===== src/rtl/glyph_row_streamer.sv =====
// glyph_row_streamer
//   Read-side client of the digit-glyph ROM mux. Latches the digit to draw once
//   per frame and computes the glyph row index at the start of each line. On
//   glyph lines it captures the 64-bit row just before the glyph's left edge and
//   shifts it out MSB-first, one pixel per pix_en tick. pixel_on/glyph_active lag
//   hcount by one tick.
//
// Ports
//   clk          in   system clock
//   reset        in   synchronous, active-high reset
//   pix_en       in   pixel-tick enable; all state advances only when high
//   hcount       in   [9:0] horizontal pixel count
//   vcount       in   [9:0] vertical line count
//   digit_in     in   [3:0] digit to draw (0..8 glyphs, 9..15 draw nothing)
//   mux_digit    out  [3:0] frame-latched digit select to the glyph ROM mux
//   mux_index_Y  out  [5:0] row index to the glyph ROM mux
//   mux_spo      in   [63:0] row data returned by the glyph ROM mux
//   pixel_on     out  current glyph pixel, 1 = foreground
//   glyph_active out  high while pixel_on lies inside the 64x64 glyph box

module glyph_row_streamer #(
  parameter int ORIGIN_X = 288,
  parameter int ORIGIN_Y = 208
) (
  input  logic        clk,
  input  logic        reset,
  input  logic        pix_en,
  input  logic [9:0]  hcount,
  input  logic [9:0]  vcount,
  input  logic [3:0]  digit_in,
  output logic [3:0]  mux_digit,
  output logic [5:0]  mux_index_Y,
  input  logic [63:0] mux_spo,
  output logic        pixel_on,
  output logic        glyph_active
);

  // The row is captured one tick before the left edge so bit 63 appears on
  // the tick where hcount == ORIGIN_X.
  localparam logic [9:0] X_ARM = 10'(ORIGIN_X - 1);
  localparam logic [9:0] Y_LO  = 10'(ORIGIN_Y);
  localparam logic [9:0] Y_HI  = 10'(ORIGIN_Y + 63);

  typedef enum logic [1:0] {
    IDLE  = 2'd0,
    ARMED = 2'd1,
    SHIFT = 2'd2,
    DRAIN = 2'd3
  } state_e;

  state_e       state_q,   state_d;
  logic [3:0]   digit_q,   digit_d;
  logic [5:0]   row_q,     row_d;
  logic         row_hit_q, row_hit_d;
  logic [63:0]  shreg_q,   shreg_d;
  logic [6:0]   bit_cnt_q, bit_cnt_d;
  logic         pixel_q,   pixel_d;
  logic         active_q,  active_d;

  logic         in_rows_s;
  logic         line_start_s;

  assign in_rows_s    = (vcount >= Y_LO) && (vcount <= Y_HI);
  assign line_start_s = (hcount == 10'd0);

  assign mux_digit    = digit_q;
  assign mux_index_Y  = row_q;
  assign pixel_on     = pixel_q;
  assign glyph_active = active_q;

  // Next-state logic: frame latch, row index and the streaming FSM.
  always_comb begin
    state_d   = state_q;
    digit_d   = digit_q;
    row_d     = row_q;
    row_hit_d = row_hit_q;
    shreg_d   = shreg_q;
    bit_cnt_d = bit_cnt_q;
    pixel_d   = pixel_q;
    active_d  = active_q;

    if (pix_en) begin
      // Digit only changes at the top-left of the frame so a glyph never tears.
      if (line_start_s && (vcount == 10'd0)) begin
        digit_d = digit_in;
      end else begin
        digit_d = digit_q;
      end

      // Index is stable from hcount 0 until the capture at ORIGIN_X-1.
      if (line_start_s) begin
        row_d     = 6'(vcount - Y_LO);
        row_hit_d = in_rows_s;
      end else begin
        row_d     = row_q;
        row_hit_d = row_hit_q;
      end

      case (state_q)
        IDLE: begin
          pixel_d  = 1'b0;
          active_d = 1'b0;
          if (line_start_s && in_rows_s) begin
            state_d = ARMED;
          end else begin
            state_d = IDLE;
          end
        end
        ARMED: begin
          pixel_d  = 1'b0;
          active_d = 1'b0;
          if (line_start_s) begin
            // Line ended early: give up on this row.
            state_d = IDLE;
          end else if (hcount == X_ARM) begin
            if (row_hit_q) begin
              shreg_d   = mux_spo;
              bit_cnt_d = 7'd64;
              state_d   = SHIFT;
            end else begin
              state_d = IDLE;
            end
          end else begin
            state_d = ARMED;
          end
        end
        SHIFT: begin
          if (line_start_s) begin
            pixel_d  = 1'b0;
            active_d = 1'b0;
            state_d  = IDLE;
          end else begin
            // Digits 9..15 keep the box timing but never light a pixel.
            pixel_d   = shreg_q[63] & (digit_q <= 4'd8);
            active_d  = 1'b1;
            shreg_d   = {shreg_q[62:0], 1'b0};
            bit_cnt_d = bit_cnt_q - 7'd1;
            if (bit_cnt_q == 7'd1) begin
              state_d = DRAIN;
            end else begin
              state_d = SHIFT;
            end
          end
        end
        DRAIN: begin
          pixel_d  = 1'b0;
          active_d = 1'b0;
          state_d  = IDLE;
        end
        default: begin
          pixel_d  = 1'b0;
          active_d = 1'b0;
          state_d  = IDLE;
        end
      endcase
    end else begin
      state_d = state_q;
    end
  end

  // State and output registers with synchronous reset.
  always_ff @(posedge clk) begin
    if (reset) begin
      state_q   <= IDLE;
      digit_q   <= 4'd0;
      row_q     <= 6'd0;
      row_hit_q <= 1'b0;
      shreg_q   <= 64'd0;
      bit_cnt_q <= 7'd0;
      pixel_q   <= 1'b0;
      active_q  <= 1'b0;
    end else begin
      state_q   <= state_d;
      digit_q   <= digit_d;
      row_q     <= row_d;
      row_hit_q <= row_hit_d;
      shreg_q   <= shreg_d;
      bit_cnt_q <= bit_cnt_d;
      pixel_q   <= pixel_d;
      active_q  <= active_d;
    end
  end

endmodule


===== config.mk =====
export PLATFORM = sky130hd
export DESIGN_NAME = glyph_row_streamer
export DESIGN_NICKNAME = d
export VERILOG_FILES = /design/src/rtl/glyph_row_streamer.sv
export SDC_FILE = /design/constraint.sdc
export NUM_CORES = 1
export LEC_CHECK = 0
export BUFFER_PORTS_ARGS = -buffer_cell sky130_fd_sc_hd__buf_2
export CAP_MARGIN = 20
export CORE_UTILIZATION = 45
export CTS_BUF_LIST = sky130_fd_sc_hd__clkbuf_8 sky130_fd_sc_hd__clkbuf_16
export DETAILED_ROUTE_END_ITERATION = 6
export GPL_TIMING_DRIVEN = 0
export HOLD_SLACK_MARGIN = 0.1
export PLACE_DENSITY = 0.72
export SYNTH_ARGS = -nofsm -noshare
export SYNTH_HDL_FRONTEND = slang
export SYNTH_SLANG_ARGS = --single-unit

===== constraint.sdc =====
create_clock -name clk -period 2.9 [get_ports clk]
set_input_delay 0.87 -clock clk [delete_from_list [all_inputs] [get_ports clk]]
set_output_delay 0.87 -clock clk [all_outputs]
set_load 0.01 [all_outputs]

==> metrics.md, run 1 <==
| Metric | Value |
|---|---|
| Outcome | `finished with violations` |
| Failing checks | `design-rule violations` |
| Final Non-Filler Cells | `641` |
| Latest clock arrival within the worst-skew pair | `approximately 350 ps` |
| Crit-path max FO | `10` |
| CP most frequent cell | `buf_2` |
| Slew @ Worst Pin | `706.3 ps` |
| Die height | `98.25 um` |
| Fin crit share | `0.9567` |
| Fraction of layout cells with a size suffix above 1 | `0.3565` |
| Crit Path Category | `in -> reg` |
| Syn_nets | `510` |
| Reg-to-Reg End | `shreg_q[46]` |
| CTS Buf Count | `9` |
| CP cell instances | `buf_2, or4_1, or4b_1, buf_2, a21oi_2, buf_4, buf_2, a211oi_1` |
| WL/cell | `13.95 um` |
| Synthesis-to-layout area growth | `21.40%` |
| Cell Rows | `34` |
| CP max stage delay | `530 ps` |
| Pwr Density | `463.3 mW/mm2` |
| CTS root buf | `clkbuf_8` |
| Max Root-Sink Buffers | `2` |
| Reg2reg path depth | `5` |
| Most used DFF post-synth | `dfxtp_1` |
| Hold WC Path Type | `reg -> reg` |
| RSZ-0062 raised after global routing | `false` |
| Async S/R FF share, synth | `0` |
| HPWL Detailed | `6797 um` |
| Peak VDD IR | `319.3 uV` |
| Total GRT Usage | `0.1953` |
| Commonest cells post-synth | `nor2_1 (90), dfxtp_1 (86), mux2i_1 (71)` |
| Synth area leaders | `dfxtp_1 (41%), mux2i_1 (17%), a211oi_2 (15%)` |
| Flop2flop setup slack | `690 ps` |
| Cell area after synthesis | `0.004169 mm2` |
| Cts hold-fix bufs | `0` |
| Syn avg cell area | `10.05 um2` |
| Number of flops mapped to enable cells by yosys | `0` |
| Drt first pass iters | `6` |
| Max-Cap Viols | `0` |
| Slew margin rel. | `0.5291` |
| Max-slew violation count | `0` |
| Slowest CP cell | `or4_1` |
| Nets | `~620` |
| Htree depth | `3` |
| Number of DRC markers in iteration 0 | `between 100 and 150` |
| Routed Antenna Nets | `0` |
| CP endpoint | `shreg_q[36]` |
| Largest net degree at the start of global routing | `15` |
| First-pass GRT wire length | `approximately 15000 um` |
| Cells after synthesis | `about 420` |
| Worst setup EP type | `register` |
| IO buf count | `102` |
| Core area | `0.008848 mm2` |
| Tmin final | `2775 ps` |
| Initial antenna violation count | `0` |
| Crit path DAT | `2980 ps` |
| Synth cell types | `37` |
| CTS tree | `yes` |
| RR Startpoint | `state_q[0]` |
| Die width | `98.25 um` |
| DP Cell Count | `625` |
| Ant. Diodes | `0` |
| Clk sinks | `86` |
| Number of remaining DRC errors | `7` |
| Clock skew | `12.04 ps` |
| DRT Wirelength | `8944 um` |
| Die area | `0.009653 mm2` |
| Yosys top cell area share | `0.4130` |
| Total of warnings raised by yosys | `0` |
| Critical path origin | `hcount[5]` |
| Total power draw | `2.345 mW` |
| Post-CTS Setup Repair Bufs | `0` |
| Leak | `~2.3 nW` |
| Area leader, netlist | `dfxtp_1` |
| Initial core utilization | `0.4712` |
| Clk slew on worst S/H paths | `approximately 80 ps` |
| Final setup violation count | `0` |
| CP Launch Type | `input port` |
| Hold Vio Cnt, Final | `0` |
| Critical Path RT | `~3100 ps` |
| Total congestion overflow | `0` |
| # IOs | `around 100` |
| GPL Wtd Cong | `around 0.81` |
| Routed vias | `3359` |
| Register area share after synthesis | `0.4130` |
| Vias in the first global route | `3317` |
| F_max | `0.3604 GHz` |
| Post-CTS Resized | `0` |
| Detailed-route vias per instance | `5.240` |
| Synth Register Bits | `86` |
| Top-count cell post-synth | `nor2_1` |
[how the worst min path moves through the flow]
stage / from / endpoint / depth (start not counted) / slack [ps]
finish: glyph_active / glyph_active / 2 / 480
global route: glyph_active / glyph_active / 2 / 510
CTS: glyph_active / glyph_active / 2 / 480
detailed placement: glyph_active / glyph_active / 2 / 470
global placement: glyph_active / glyph_active / 2 / 460
floorplan: shreg_q[0] / shreg_q[0] / 2 / 460
[cells in the final DEF, fill, tap and decap left out, types with 2 or more instances in the layout]
master / instances
a211oi_1: 16
a211oi_2: 50
a21oi_1: 10
buf_2: 107
buf_4: 5
buf_6: 5
bufinv_16: 3
clkbuf_1: 17
clkbuf_8: 10
clkinv_2: 2
dfxtp_1: 86
ha_1: 4
inv_1: 7
mux2i_1: 71
nand2_1: 4
nand2b_1: 4
nand3_1: 2
nand4_1: 6
nor2_1: 90
nor4_1: 4
o21ai_0: 3
o31ai_1: 2
or2_2: 2
or3_1: 2
xnor2_1: 5
[report_power, final]
group | switching (mW) | internal [mW]
combinational | 0.0773 | 0.0664
clock | 0.427 | 0.595
sequential | 0.0000169 | 1.18
[registers in the layout, summed over array words and instances (netlist names)]
register and flops:
bit_cnt_q 7, glyph_active 1, pixel_on 1, mux_index_Y 6
mux_digit 4, row_hit_q 1, shreg_q 64, state_q 2
[through the flow]
| stage | utilization | hold WS, ps | setup slack [ps] | setup TNS (ps) | instance area [um2] |
|---|---|---|---|---|---|
| floorplan | - | 460.6 | 45.44 | 0 | 4169 |
| global placement | 0.5441 | 464.1 | -235.3 | -12270 | 4815 |
| CTS | 0.5720 | 482.3 | 115.2 | 0 | 5061 |
| finish | 0.5720 | 475.6 | 125.5 | 0 | 5061 |
| global route | 0.5720 | 512.1 | 10.57 | 0 | 5061 |
| detailed placement | 0.5441 | 470.4 | -248.9 | -12830 | 4815 |
[kinds of logic (layout without fill, tap and decap cells)]
kind of cell,after synthesis,in the layout,share of synthesized area
flops,86,86,0.4130
fa+ha+maj,4,4,0.01201
mux,71,71,0.1705
buf+inv,39,157,0.05012
compound gates,89,89,0.2161
xor+xnor,5,5,0.01050
simple gates,121,121,0.1279
[per-layer routing]
layer	part of all wire	global-route usage	routed length, um	vias to the layer above
li1	-	-	-	1723
met1	0.46	0.2428	4132	1565
met2	0.49	0.3359	4351	63
met3	0.038	0.03150	343	8
met4	0.013	0.08152	117	0
met5	0	0	0	-
[area by class of cell]
| cell class | count | area (um2) |
|---|---|---|
| multi-input combinational | 290 | 2238 |
| clock buffer | 10 | 137.6 |
| fill | 786 | 3787 |
| buffer | 32 | 182.7 |
| tap | 108 | 135.1 |
| clock inverter | 6 | 108.9 |
| timing repair buffer | 102 | 510.5 |
| sequential | 86 | 1722 |
| inverter | 7 | 26.28 |
[worst max-delay path: cells and delay by family]
| family | cells | cell delay [ps] |
|---|---|---|
| AND/OR/NAND/NOR | 2 | 1050 |
| AO/OA/AOI/OAI | 2 | 290 |
| buffers and inverters | 4 | 770 |
No activity file was read; power rests on OpenSTA's default activity.
==> run 2, diff against run 1 <==
- MAX_ROUTING_LAYER: unset -> met4
==> run 2 against run 1 <==
Effect of this change:
- the flow still finishes with violations (design-rule violations)
- register-to-register slack is essentially flat
- sequential cell count is the same
- via count shrank 0.30%
- combinational power is essentially flat
- clock power is essentially flat
- worst setup slack gained 9.4 ps
- first-iteration DRC count shrank 7.3%
- non-clock buffer count is the same
- sequential share of layout area is the same
- worst hold slack gained 3.3 ps
- wire length grew 0.53%
- largest cell class unchanged
==> metrics.md, run 2 (synthesis gave the netlist of run 1 again) <==
| Metric | Value |
|---|---|
| Largest net degree at the start of global routing | `15 (unchanged)` |
| Tmin final | `2765 ps (-9.416 ps)` |
| Post-CTS Setup Repair Bufs | `0 (unchanged)` |
| Commonest cells after routing, fill and taps aside | `buf_2 (107), nor2_1 (90), dfxtp_1 (86)` |
| Max-Cap Viols | `0 (unchanged)` |
| Clk slew on worst S/H paths | `80 ps (about the same)` |
| Ant. Diodes | `0 (unchanged)` |
| Critical Path RT | `3110 ps (about the same)` |
| Total congestion overflow | `0 (unchanged)` |
| Fin crit share | `0.9535 (-0.003247)` |
| Peak VDD IR | `319.6 uV (+0.12%)` |
| Number of DRC markers in iteration 0 | `101 (-7.3%)` |
| Routed Antenna Nets | `0 (unchanged)` |
| Outcome | `finished with violations` |
| Fraction of layout cells with a size suffix above 1 | `0.3565 (unchanged)` |
| Cts hold-fix bufs | `0 (unchanged)` |
| Max-slew violation count | `0 (unchanged)` |
| Core area | `0.008848 mm2 (unchanged)` |
| Drt first pass iters | `7 (+1)` |
| DRT Wirelength | `8991 um (+0.53%)` |
| WHS | `478.9 ps (+3.282 ps)` |
| Die area | `0.009653 mm2 (unchanged)` |
| Htree depth | `3 (unchanged)` |
| Crit-path max FO | `10 (unchanged)` |
| IO buf count | `102 (unchanged)` |
| # IOs | `103 (unchanged)` |
| Failing checks | `design-rule violations` |
| Worst slack, placed | `-248.9 ps (unchanged)` |
| Max Root-Sink Buffers | `2 (unchanged)` |
| Crit path DAT | `2980 ps (about the same)` |
| Initial antenna violation count | `0 (unchanged)` |
| Die width | `98.25 um (unchanged)` |
| Pwr Density | `463.5 mW/mm2 (about the same)` |
| Hold WC Path Type | `reg -> reg` |
| Max reg flops | `64 (unchanged)` |
| F_max | `0.3616 GHz (+0.34%)` |
| Total GRT Usage | `0.2016 (+0.006303)` |
| Nets | `623 (unchanged)` |
| Cell Rows | `34 (unchanged)` |
| Number of remaining DRC errors | `7 (unchanged)` |
| Die height | `98.25 um (unchanged)` |
| Clock skew | `8.902 ps (-3.141 ps)` |
| Vias in the first global route | `3317 (unchanged)` |
| WL/cell | `14.03 um (+0.53%)` |
| Slew margin rel. | `0.5321 (+0.002980)` |
| CTS Buf Count | `9 (unchanged)` |
| CTS tree | `yes` |
| HPWL Detailed | `6797 um (unchanged)` |
| Routed vias | `3349 (-0.30%)` |
| Final setup violation count | `0 (unchanged)` |
| Synthesis-to-layout area growth | `21.40% (unchanged)` |
| CTS root buf | `clkbuf_8` |
| Leak | `2.343 nW (unchanged)` |
| Hold Vio Cnt, Final | `0 (unchanged)` |
| Initial core utilization | `0.4712 (unchanged)` |
| Post-CTS Resized | `0 (unchanged)` |
| Worst setup EP type | `register` |
| CP Launch Type | `input port` |
| Latest clock arrival within the worst-skew pair | `350 ps (about the same)` |
| Core Util, Final | `0.5720 (unchanged)` |
| RSZ-0062 raised after global routing | `false` |
| Biggest register | `shreg_q` |
| First-pass GRT wire length | `15170 um (+0.41%)` |
| Detailed-route vias per instance | `5.225 (-0.30%)` |
| Clk sinks | `86 (unchanged)` |
| Commonest non-fill, non-tap cell in the layout | `buf_2` |
| Crit Path Category | `in -> reg` |
| GPL Wtd Cong | `0.8222 (+1.5%)` |
| Slew @ Worst Pin | `701.8 ps (-4.470 ps)` |
| Setup ws final | `134.9 ps (+9.416 ps)` |
-- run 2: final timing paths --
path,start,endpoint,slack (ps),cells after the start
worst max-delay path,hcount[5],shreg_q[36],130,8
worst min-delay path,glyph_active,glyph_active,480,2
worst max register to register,state_q[0],shreg_q[46],690,5
worst min register to register,glyph_active,glyph_active,480,2
-- run 2: cell type report --
class                      count  area (um2)
buffer                        32       182.7
inverter                       7       26.28
clock buffer                  10       137.6
timing repair buffer         102       510.5
sequential                    86        1722
clock inverter                 6       108.9
tap                          108       135.1
fill                         786        3787
multi-input combinational    290        2238
-- run 2: through the flow --
step / area [um2] / power (mW) / TNS [ps] / std cells
final: 5061 / 2.346 / 0 / 641
after floorplan: 4169 / 1.272 / 0 / 415
after detailed placement: 4815 / 1.352 / -12830 / 625
after global routing: 5061 / 2.443 / 0 / 641
after CTS: 5061 / 2.365 / 0 / 641
after global placement: 4815 / 1.349 / -12270 / 625
-- run 2: power breakdown --
part | switching (mW) | total [mW] | internal, mW
Clock | 0.428 | 1.02 | 0.594
Combinational | 0.0774 | 0.144 | 0.0664
Sequential | 0.0000169 | 1.18 | 1.18
-- run 2: metal layers --
metal / track usage / routed length [um] / vias to the layer above
li1: - / - / 1723
met4: 0.06544 / 138 / 0
met3: 0.03937 / 320 / 7
met2: 0.3369 / 4334 / 60
met5: - / 0 / -
met1: 0.2441 / 4198 / 1559
-- run 2: critical path, cell delays in order --
cell	delay (ps)
buf_2	100
or4_1	530
or4b_1	520
buf_2	180
a21oi_2	170
buf_4	220
buf_2	270
a211oi_1	120
==> run 3, diff against run 2 <==
- PLACE_DENSITY: 0.72 -> 0.73
- SETUP_SLACK_MARGIN: unset -> 0.05
==> run 3 against run 2 <==
Effect of this change:
- the run still ends with design-rule violations left
- largest cell class unchanged
- highest routed layer unchanged
- sequential cell count unchanged
- critical endpoint is now shreg_q[55]
- sequential share of layout area up 0.12 points
- non-clock buffer count stayed put
- final area is 0.35% lower
- sequential power about the same
- global-route usage decreased by 0.069 points
==> metrics.md, run 3 (synthesis gave the netlist of run 1 again) <==
| Metric | Value |
|---|---|
| Worst setup EP type | `register` |
| RSZ-0062 raised after global routing | `false` |
| DRT Wirelength | `8888 um (-1.1%)` |
| Initial core utilization | `0.4712 (unchanged)` |
| First-pass GRT wire length | `15170 um (about the same)` |
| Largest net degree at the start of global routing | `15 (unchanged)` |
| Htree depth | `3 (unchanged)` |
| CTS root buf | `clkbuf_8` |
| Clk sinks | `86 (unchanged)` |
| WL/cell | `13.87 um (-1.1%)` |
| Commonest non-fill, non-tap cell in the layout | `buf_2` |
| Biggest register | `shreg_q` |
| Max Root-Sink Buffers | `2 (unchanged)` |
| Crit Path Category | `in -> reg` |
| Synthesis-to-layout area growth | `20.98%` |
| Slew @ Worst Pin | `688.6 ps (-13.25 ps)` |
| Total congestion overflow | `0 (unchanged)` |
| Hold Vio Cnt, Final | `0 (unchanged)` |
| GPL Wtd Cong | `0.7909 (-3.8%)` |
| Critical Path RT | `3180 ps (+70 ps)` |
| F_max | `0.3675 GHz (+1.6%)` |
| Detailed-route vias per instance | `5.279 (+1.0%)` |
| Fin crit share | `0.9382 (-0.01525)` |
| Core area | `0.008848 mm2 (unchanged)` |
| CP max stage delay | `530 ps (about the same)` |
| Failing checks | `design-rule violations` |
| Max reg flops | `64 (unchanged)` |
| Outcome | `finished with violations` |
| Cts hold-fix bufs | `0 (unchanged)` |
| Ant. Diodes | `0 (unchanged)` |
| # IOs | `103 (unchanged)` |
| CTS Buf Count | `9 (unchanged)` |
| Final setup violation count | `0 (unchanged)` |
| Die height | `98.25 um (unchanged)` |
| Nets | `623 (unchanged)` |
| Peak VDD IR | `261.8 uV (-18%)` |
| CTS tree | `yes` |
| DP Cell Count | `625 (unchanged)` |
| Max-Cap Viols | `0 (unchanged)` |
| Slowest CP cell | `or4_1` |
| IO buf count | `102 (unchanged)` |
| Fraction of layout cells with a size suffix above 1 | `0.3546 (-0.001876)` |
| Final Non-Filler Cells | `641 (unchanged)` |
| Commonest cells after routing, fill and taps aside | `buf_2 (104), nor2_1 (90), dfxtp_1 (86)` |
| Cell Rows | `34 (unchanged)` |
| Critical path buffer and inverter count | `4 (unchanged)` |
| Clock skew | `7.629 ps (-1.274 ps)` |
| CP cell instances | `buf_2, or4_1, or4b_1, buf_2, a21oi_2, buf_6, buf_6, nor2_1, a211oi_2` |
| Critical path origin | `hcount[5]` |
| HP Start | `glyph_active` |
| Latest clock arrival within the worst-skew pair | `350 ps (about the same)` |
| Pwr Density | `443.3 mW/mm2 (-4.4%)` |
| Drt first pass iters | `6 (-1)` |
| CP Launch Type | `input port` |
| Leak | `2.327 nW (-0.69%)` |
| RR Startpoint | `state_q[0]` |
| Tmin final | `2721 ps (-44.23 ps)` |
| HPWL Detailed | `6662 um (-2.0%)` |
| Number of DRC markers in iteration 0 | `109 (+7.9%)` |
| Vias in the first global route | `3400 (+2.5%)` |
| Initial antenna violation count | `0 (unchanged)` |
| Die area | `0.009653 mm2 (unchanged)` |
| Finished Cell Area | `0.005044 mm2 (-0.35%)` |
| Critical path's top delay family | `simple AND/OR/NAND/NOR gates` |
| DP Area | `0.004817 mm2 (about the same)` |
| Crit-path max FO | `10 (unchanged)` |
| Routed Antenna Nets | `0 (unchanged)` |
| Routed vias | `3384 (+1.0%)` |
| WHS | `461.2 ps (-17.72 ps)` |
| Number of remaining DRC errors | `5 (-2)` |
| Fill count | `799 (+1.7%)` |
| Slew margin rel. | `0.5409 (+0.008834)` |
| Hold WC Path Type | `reg -> reg` |
| Total GRT Usage | `0.2009 (-0.0006908)` |
| Die width | `98.25 um (unchanged)` |
| Crit path DAT | `3000 ps (+20 ps)` |
| Clk slew on worst S/H paths | `90 ps (about the same)` |
| Max-slew violation count | `0 (unchanged)` |
==> run 3: final timing paths <==
path / end / slack, ps / depth (start not counted)
min: glyph_active / 460 / 2
min reg2reg: glyph_active / 460 / 2
max reg2reg: shreg_q[2] / 700 / 5
max: shreg_q[55] / 180 / 9
==> run 3: area by class of cell <==
class                           instances  area, um2  area share
Inverter                                7      26.28    0.005210
Tap cell                              108      135.1     0.02679
Clock inverter                          7      90.09     0.01786
Sequential cell                        86       1722      0.3414
Timing Repair Buffer                  102      510.5      0.1012
Multi-Input combinational cell        290       2238      0.4438
Buffer                                 32      197.7     0.03920
Clock buffer                            9      123.9     0.02456
==> run 3: repair_timing <==
item                                    CTS  global route
setup buffers                             0             0
endpoints found under the setup margin    0            24
resized for setup                         0             4
==> run 3: where the power goes <==
| part | total, mW | internal (mW) | switching [mW] |
|---|---|---|---|
| Combinational | 0.144 | 0.0664 | 0.0773 |
| Clock | 0.912 | 0.481 | 0.432 |
| Sequential | 1.18 | 1.18 | 0.0000150 |
==> run 3: per-stage QoR <==
step | setup slack, ps | utilization | power, mW | TNS [ps]
final | 179.1 | 0.5700 | 2.236 | 0
after global routing | 55.34 | 0.5700 | 2.325 | 0
after CTS | 123.8 | 0.5686 | 2.248 | 0
after detailed placement | -249.0 | 0.5444 | 1.352 | -13140
after global placement | -230.7 | 0.5444 | 1.349 | -11670
after floorplan | 52.50 | - | 1.272 | 0
==> run 3: worst reg2reg max path, cell delays in order (launching register included) <==
cell and delay, ps:
dfxtp_1 400, nand2b_1 170, clkbuf_1 490, clkbuf_1 590, mux2i_1 310, a211oi_2 90
==> run 3: routing by layer <==
metal	vias to the layer above	part of all wire	GRT usage	routed length, um
li1	1729	-	-	-
met1	1570	0.47	0.2405	4210
met2	70	0.47	0.3315	4149
met3	15	0.035	0.03579	315
met4	0	0.024	0.08726	212
met5	-	0	-	0
